## config.mk

```make
export PLATFORM = sky130hd
export DESIGN_NAME = buffer_pendentes
export DESIGN_NICKNAME = d
export VERILOG_FILES = /design/src/rtl/buffer_pkg.sv /design/src/rtl/buffer_memoria.sv /design/src/rtl/buffer_pendentes.sv
export SDC_FILE = /design/constraint.sdc
export NUM_CORES = 2
export LEC_CHECK = 0
export BUFFER_PORTS_ARGS = -buffer_cell sky130_fd_sc_hd__buf_2
export CORE_UTILIZATION = 40
export CTS_BUF_LIST = sky130_fd_sc_hd__clkbuf_2 sky130_fd_sc_hd__clkbuf_4 sky130_fd_sc_hd__clkbuf_8
export CTS_CLUSTER_SIZE = 12
export DETAILED_ROUTE_END_ITERATION = 10
export PLACE_DENSITY_LB_ADDON = 0.2
export SLEW_MARGIN = 5
export SYNTH_ARGS = -nofsm -noshare
export SYNTH_HDL_FRONTEND = slang
export SYNTH_SLANG_ARGS = --single-unit
```

## constraint.sdc

```tcl
create_clock -name clk -period 4.6 [get_ports clk]
set_input_delay 0.23 -clock clk [delete_from_list [all_inputs] [get_ports clk]]
set_output_delay 0.23 -clock clk [all_outputs]
set_load 0.02 [all_outputs]
```

## src/rtl/buffer_pkg.sv

```systemverilog
// Shared constants and the entry record for the pending-request buffer.
package buffer_pkg;

   localparam int NUM_CLUSTERS_PADRAO  = 5;
   localparam int TAM_ENDERECO_PADRAO  = 64;
   localparam int TAM_HASH_DOIS_PADRAO = 8;
   localparam int TAM_BUFFER_PADRAO    = 32;
   localparam int LIMIAR_PADRAO        = TAM_BUFFER_PADRAO - 4;
   localparam int AUTO_RETIRAR_PADRAO  = 1;

   // One pending request at the default widths: which clusters still owe
   // an answer, the address it refers to and its secondary hash.
   typedef struct packed {
      logic [NUM_CLUSTERS_PADRAO-1:0]  bitmap;
      logic [TAM_ENDERECO_PADRAO-1:0]  endereco;
      logic [TAM_HASH_DOIS_PADRAO-1:0] hash;
   } entrada_t;

endpackage

```

## src/rtl/buffer_memoria.sv

```systemverilog
// Slot array of the pending buffer: a write port at the tail, a read port
// at the head and a bitmap-only rewrite port at the head.
module buffer_memoria
   import buffer_pkg::*;
#(
   parameter int NUM_CLUSTERS  = NUM_CLUSTERS_PADRAO,
   parameter int TAM_ENDERECO  = TAM_ENDERECO_PADRAO,
   parameter int TAM_HASH_DOIS = TAM_HASH_DOIS_PADRAO,
   parameter int TAM_BUFFER    = TAM_BUFFER_PADRAO,
   localparam int PW           = $clog2(TAM_BUFFER)
) (
   input  logic                     clk,
   input  logic                     rst_n,
   input  logic                     escreverEn_i,
   input  logic [PW-1:0]            escreverPtr_i,
   input  logic [NUM_CLUSTERS-1:0]  bitmapEscrita_i,
   input  logic [TAM_ENDERECO-1:0]  enderecoEscrita_i,
   input  logic [TAM_HASH_DOIS-1:0] hashEscrita_i,
   input  logic                     atualizarEn_i,
   input  logic [PW-1:0]            atualizarPtr_i,
   input  logic [NUM_CLUSTERS-1:0]  bitmapAtualizado_i,
   input  logic [PW-1:0]            lerPtr_i,
   output logic [NUM_CLUSTERS-1:0]  bitmapLido_o,
   output logic [TAM_ENDERECO-1:0]  enderecoLido_o,
   output logic [TAM_HASH_DOIS-1:0] hashLido_o
);

   logic [NUM_CLUSTERS-1:0]  bitmapMem_q   [TAM_BUFFER];
   logic [TAM_ENDERECO-1:0]  enderecoMem_q [TAM_BUFFER];
   logic [TAM_HASH_DOIS-1:0] hashMem_q     [TAM_BUFFER];

   // Slot storage: cleared on reset; the tail write and the head bitmap
   // rewrite never target the same slot because the controller only updates
   // a non-empty buffer and only writes a non-full one.
   always_ff @(posedge clk or negedge rst_n) begin
      if (!rst_n) begin
         for (int i = 0; i < TAM_BUFFER; i++) begin
            bitmapMem_q[i]   <= '0;
            enderecoMem_q[i] <= '0;
            hashMem_q[i]     <= '0;
         end
      end else begin
         if (escreverEn_i) begin
            bitmapMem_q[escreverPtr_i]   <= bitmapEscrita_i;
            enderecoMem_q[escreverPtr_i] <= enderecoEscrita_i;
            hashMem_q[escreverPtr_i]     <= hashEscrita_i;
         end
         if (atualizarEn_i) begin
            bitmapMem_q[atualizarPtr_i] <= bitmapAtualizado_i;
         end
      end
   end

   // Head read is purely combinational so a new head shows up the cycle
   // after the pointer moves.
   always_comb begin
      bitmapLido_o   = bitmapMem_q[lerPtr_i];
      enderecoLido_o = enderecoMem_q[lerPtr_i];
      hashLido_o     = hashMem_q[lerPtr_i];
   end

endmodule

```

## src/rtl/buffer_pendentes.sv

```systemverilog
// Circular buffer of pending requests: head/tail pointers, occupancy count,
// retire/update/flush priority and the sticky empty-access error flag.
module buffer_pendentes
   import buffer_pkg::*;
#(
   parameter int NUM_CLUSTERS       = NUM_CLUSTERS_PADRAO,
   parameter int TAM_ENDERECO       = TAM_ENDERECO_PADRAO,
   parameter int TAM_HASH_DOIS      = TAM_HASH_DOIS_PADRAO,
   parameter int TAM_BUFFER         = TAM_BUFFER_PADRAO,
   parameter int LIMIAR_QUASE_CHEIO = TAM_BUFFER - 4,
   parameter int AUTO_RETIRAR       = AUTO_RETIRAR_PADRAO,
   localparam int CW                = $clog2(TAM_BUFFER + 1)
) (
   input  logic                     clk,
   input  logic                     rst_n,
   input  logic                     entrada_valida,
   output logic                     entrada_pronta,
   input  logic [NUM_CLUSTERS-1:0]  bitmap_novo,
   input  logic [TAM_ENDERECO-1:0]  endereco_novo,
   input  logic [TAM_HASH_DOIS-1:0] hash_nova,
   input  logic                     atualizar,
   input  logic [NUM_CLUSTERS-1:0]  bitmap_atualizado,
   input  logic                     retirar,
   input  logic                     esvaziar,
   output logic [NUM_CLUSTERS-1:0]  bitmap_atual,
   output logic [TAM_ENDERECO-1:0]  endereco_atual,
   output logic [TAM_HASH_DOIS-1:0] hash_atual,
   output logic                     saida_valida,
   output logic [CW-1:0]            ocupacao,
   output logic                     quase_cheio,
   output logic                     bloquear,
   output logic                     erro_sem_entrada
);

   localparam int PW = $clog2(TAM_BUFFER);
   localparam logic [CW-1:0] CAPACIDADE = CW'(TAM_BUFFER);
   localparam logic [CW-1:0] LIMIAR     = CW'(LIMIAR_QUASE_CHEIO);
   localparam logic [CW-1:0] UM         = CW'(1);
   localparam logic [PW-1:0] PASSO      = PW'(1);

   logic [PW-1:0] cabeca_q, cabeca_d;
   logic [PW-1:0] cauda_q, cauda_d;
   logic [CW-1:0] ocupacao_q, ocupacao_d;
   logic          erro_q, erro_d;

   logic pedidoRetirada;
   logic pushFeito;
   logic retiradaFeita;
   logic atualizacaoFeita;
   logic acessoVazio;

   // Status flags come from the registered count only, so a retire in the
   // same cycle never opens room for a push into a full buffer.
   always_comb begin
      entrada_pronta   = (ocupacao_q < CAPACIDADE);
      bloquear         = ~entrada_pronta;
      saida_valida     = (ocupacao_q != '0);
      quase_cheio      = (ocupacao_q >= LIMIAR);
      ocupacao         = ocupacao_q;
      erro_sem_entrada = erro_q;
   end

   // Command decode and next state: flush beats everything, a retire (explicit
   // or via an all-zero bitmap) beats an update, and commands on an empty
   // buffer are dropped but remembered in the sticky error flag.
   always_comb begin
      pedidoRetirada   = retirar ||
                         ((AUTO_RETIRAR != 0) && atualizar && (bitmap_atualizado == '0));
      pushFeito        = entrada_valida && entrada_pronta && !esvaziar;
      retiradaFeita    = saida_valida && pedidoRetirada && !esvaziar;
      atualizacaoFeita = saida_valida && atualizar && !pedidoRetirada && !esvaziar;
      acessoVazio      = !saida_valida && (atualizar || retirar) && !esvaziar;

      cabeca_d   = cabeca_q;
      cauda_d    = cauda_q;
      ocupacao_d = ocupacao_q;
      erro_d     = erro_q;

      if (esvaziar) begin
         cabeca_d   = '0;
         cauda_d    = '0;
         ocupacao_d = '0;
         erro_d     = 1'b0;
      end else begin
         if (pushFeito) begin
            cauda_d = cauda_q + PASSO;
         end
         if (retiradaFeita) begin
            cabeca_d = cabeca_q + PASSO;
         end
         if (pushFeito && !retiradaFeita) begin
            ocupacao_d = ocupacao_q + UM;
         end else if (retiradaFeita && !pushFeito) begin
            ocupacao_d = ocupacao_q - UM;
         end
         if (acessoVazio) begin
            erro_d = 1'b1;
         end
      end
   end

   // Pointer, count and error registers.
   always_ff @(posedge clk or negedge rst_n) begin
      if (!rst_n) begin
         cabeca_q   <= '0;
         cauda_q    <= '0;
         ocupacao_q <= '0;
         erro_q     <= 1'b0;
      end else begin
         cabeca_q   <= cabeca_d;
         cauda_q    <= cauda_d;
         ocupacao_q <= ocupacao_d;
         erro_q     <= erro_d;
      end
   end

   buffer_memoria #(
      .NUM_CLUSTERS  (NUM_CLUSTERS),
      .TAM_ENDERECO  (TAM_ENDERECO),
      .TAM_HASH_DOIS (TAM_HASH_DOIS),
      .TAM_BUFFER    (TAM_BUFFER)
   ) uMemoria (
      .clk                (clk),
      .rst_n              (rst_n),
      .escreverEn_i       (pushFeito),
      .escreverPtr_i      (cauda_q),
      .bitmapEscrita_i    (bitmap_novo),
      .enderecoEscrita_i  (endereco_novo),
      .hashEscrita_i      (hash_nova),
      .atualizarEn_i      (atualizacaoFeita),
      .atualizarPtr_i     (cabeca_q),
      .bitmapAtualizado_i (bitmap_atualizado),
      .lerPtr_i           (cabeca_q),
      .bitmapLido_o       (bitmap_atual),
      .enderecoLido_o     (endereco_atual),
      .hashLido_o         (hash_atual)
   );

endmodule

```

==> results.md <==
- Post-route ant nets: 0
- Area of the core: 0.279 mm^2
- Slew @ Worst Pin: 1260 ps
- Hold Violations, Final: 0
- Clock net sink count: 2,481
- Initial core utilization: 40.2%
- H-tree depth: 5
- Ys async rst share: 100%
- Fmax: 0.229 GHz
- Crit end category: output port
- Synth warnings: 0
- Chip width: 532 um
- Violated checks: design-rule violations
- Root Driver: clkbuf_8
- DRT Pass-1 Iters: 10
- Largest net degree at the start of global routing: 189
- Startpoint class of the critical path: register
- RSZ-0062 raised after global routing: no
- Initial antenna violation count: 26
- Final slew viol count: 0
- DRC violations left: 20
- Register Area: 0.0621 mm^2
- CP endpoint: endereco_atual[62]
- Power Density: 438 mW/mm^2
- Crit-path leading delay family: buffers and inverters
- Slew margin rel.: 15.5%
- Routing usage on met1: 33.0%
- Max cap viols: 0
- # fillers: 24,525
- Stages on the worst setup path: 7
- IO Port Bufs: 175
- Via density per instance: 5.78
- Area growth, synth to finish: 13.8%
- Worst Setup SP: cabeca_q[0]$_DFFE_PN0P_
- Synthesized Nets: 7,304
- Layout Cells excl Fill: 11,430
- Met3 Track Usage GR: 3.25%
- CTS clk-pin slew, worst paths: 60 ps
- WL/cell: 29.2 um
- Period utilization: 94.9%
- Worst-path maximum fanout: 39
- CP bufs+invs: 4
- Mean Syn Cell Area: 15.6 um^2
- Hold/Removal Path Class: input pin to register
- DRT iter0 DRCs: 4,387
- R2R Setup Slk: 740 ps
- Synthesized area: 0.112 mm^2
- Worst Clk Skew: 99.5 ps
- Register area share after synthesis: 55.2%
- Setup TNS: 0 ps
- Post-layout util: 45.8%
- Number of synthesized register bits: 2,481
- Reg2Reg Launch Point: cabeca_q[2]$_DFFE_PN0P_
- Site row count: 194
- Leakage: 61.0 nW
- CP Cell Sequence: buf_12, buf_12, buf_4, mux4_2, a22oi_1, nand4_1, buf_2
- Global route overflow: 0
- GRT busiest layer: met2
- Cell variety after synth: 49
- Total wire length: 334 mm
- Clock buffer depth: 4
- Share of layout cells above drive strength 1: 53.5%
- Met2 usage in global routing: 38.5%
- Routability cong.: 0.777
- Setup-failing EPs final: 0
- Commonest non-fill, non-tap cells in the layout: dfrtp_1, mux2_2, mux4_2, clkbuf_8, a22oi_1
- Worst Path Arrival: 4140 ps
- First-pass GRT wire length: 497 mm
- Critical-path top delay cell: dfrtp_4
- VDD IR max: 320 uV
- DR vias: 66,078
- Die Area: 0.283 mm^2
- DP Cell Count: 10,578
- CTS tree: built
- Crit Path Category: register to output port
- Area of the multi-input gates: 0.0473 mm^2
- Most used cell, CP: buf_12
- Vias in the first global route: 70,380
- Post-detail-place hpwl: 182 mm
- Leading cell type in the layout, fill and taps excluded: dfrtp_1
- Die height: 532 um
- Post-Syn Instances: 7,203
- Most common flop cell mapped by yosys: dfrtp_1
- Post-cts sizing count: 0
- Clock latency on the worst-skew pair: 1120 ps
- Placed Area: 0.118 mm^2
- Worst flop-to-flop path endpoint: uMemoria.bitmapMem_q[54]$_DFF_PN0_
- Reg2reg path depth: 7
- Ports: 176
- Worst EP required: 4370 ps
- Number of synthesized flops with an enable pin: 0
- Finished Cell Area: 0.128 mm^2
- Total GRT Usage: 23.6%
- CTS Buf Count: 427
- Total Nets Final: 7,481
- Largest stage delay on the critical path: 700 ps
- Fin crit period: 4370 ps
- Status: finished, violations left
## kinds of logic after synthesis
kind of cell             share of synthesized area, %
multiplexers                                     36.8
flip-flops                                       55.2
buffers and inverters                            3.00
AO/OA/AOI/OAI                                    2.94
AND/OR/NAND/NOR                                  1.78
adder cells (fa/ha/maj)                         0.151
XOR/XNOR                                       0.0701
## worst min path at each step
stage	startpoint	to	slack [ps]	cells after the start
floorplan	rst_n	cabeca_q[0]$_DFFE_PN0P_	-70	0
global placement	rst_n	uMemoria.enderecoMem_q[389]$_DFFE_PN0P_	300	1
detailed placement	rst_n	uMemoria.enderecoMem_q[261]$_DFFE_PN0P_	300	1
CTS	bitmap_atualizado[4]	uMemoria.bitmapMem_q[44]$_DFF_PN0_	30	4
global route	bitmap_atualizado[4]	uMemoria.bitmapMem_q[44]$_DFF_PN0_	100	4
finish	bitmap_atualizado[4]	uMemoria.bitmapMem_q[44]$_DFF_PN0_	140	4
## power breakdown
| part | leakage [nW] | internal (mW) | switching, mW |
|---|---|---|---|
| clock | 4.93 | 12.1 | 9.45 |
| sequential | 34.2 | 23.2 | 0.819 |
| combinational | 21.9 | 4.43 | 6.03 |
| total | 61.0 | 39.8 | 16.3 |
## synthesized netlist by cell type (9+ instances only)
library cell,n,share of area (%)
inv_1,15,0.050
a21oi_1,168,0.75
buf_4,46,0.31
buf_2,283,1.3
ha_1,12,0.13
buf_1,42,0.14
mux4_2,616,12
mux2_1,24,0.24
mux2i_1,160,1.4
dfrtp_1,2481,55
mux2_2,2280,23
nor2_1,185,0.62
a22oi_1,308,2.1
o21ai_0,9,0.040
nand4_2,30,0.33
nand4_1,81,0.45
clkbuf_1,368,1.2
nand2_1,24,0.080
## per-stage QoR
step | setup WS (ps) | power, mW | hold WS, ps
floorplan | 1730 | 30.9 | -65.6
global placement | 1050 | 34.8 | 298
detailed placement | 1160 | 34.9 | 303
CTS | 106 | 56.8 | 29.4
global route | 32.7 | 58.5 | 101
finish | 235 | 56.1 | 142
## routing by layer
metal | up-vias | wire length (um) | share of wire [%]
met4 | 18 | 8470 | 2.5
li1 | 27346 | - | -
met3 | 547 | 15100 | 4.5
met1 | 36558 | 150000 | 45
met2 | 1609 | 160000 | 48
met5 | - | 120 | 0.036
## flip-flops by register name (all words and copies together), names as in the netlist
name	count
uMemoria.enderecoMem_q	2048
uMemoria.hashMem_q	256
uMemoria.bitmapMem_q	160
ocupacao	6
cabeca_q	5
cauda_q	5
erro_sem_entrada	1
## final cells by class
| type | count | share of cell area, % |
|---|---|---|
| sequential | 2481 | 48.5 |
| multi-input combinational | 3967 | 36.9 |
| clock buffer | 680 | 6.65 |
| tap | 3724 | 3.64 |
| timing repair buffer | 488 | 3.61 |
| clock inverter | 67 | 0.578 |
| inverter | 15 | 0.0440 |
| antenna | 8 | 0.0156 |
## tightest hold or removal path: stages
cell and delay (ps):
dlygate4sd3_1 530, buf_2 200, nor2_1 130, a21oi_1 50
## timing repair
item | in CTS | in global routing
buffers inserted | 1 | 0
hold buffers | 96 | 0
endpoints found under the hold margin | 4525 | 0
endpoints found under the setup margin | 1 | 0
Power figures use the tool's default switching activity.
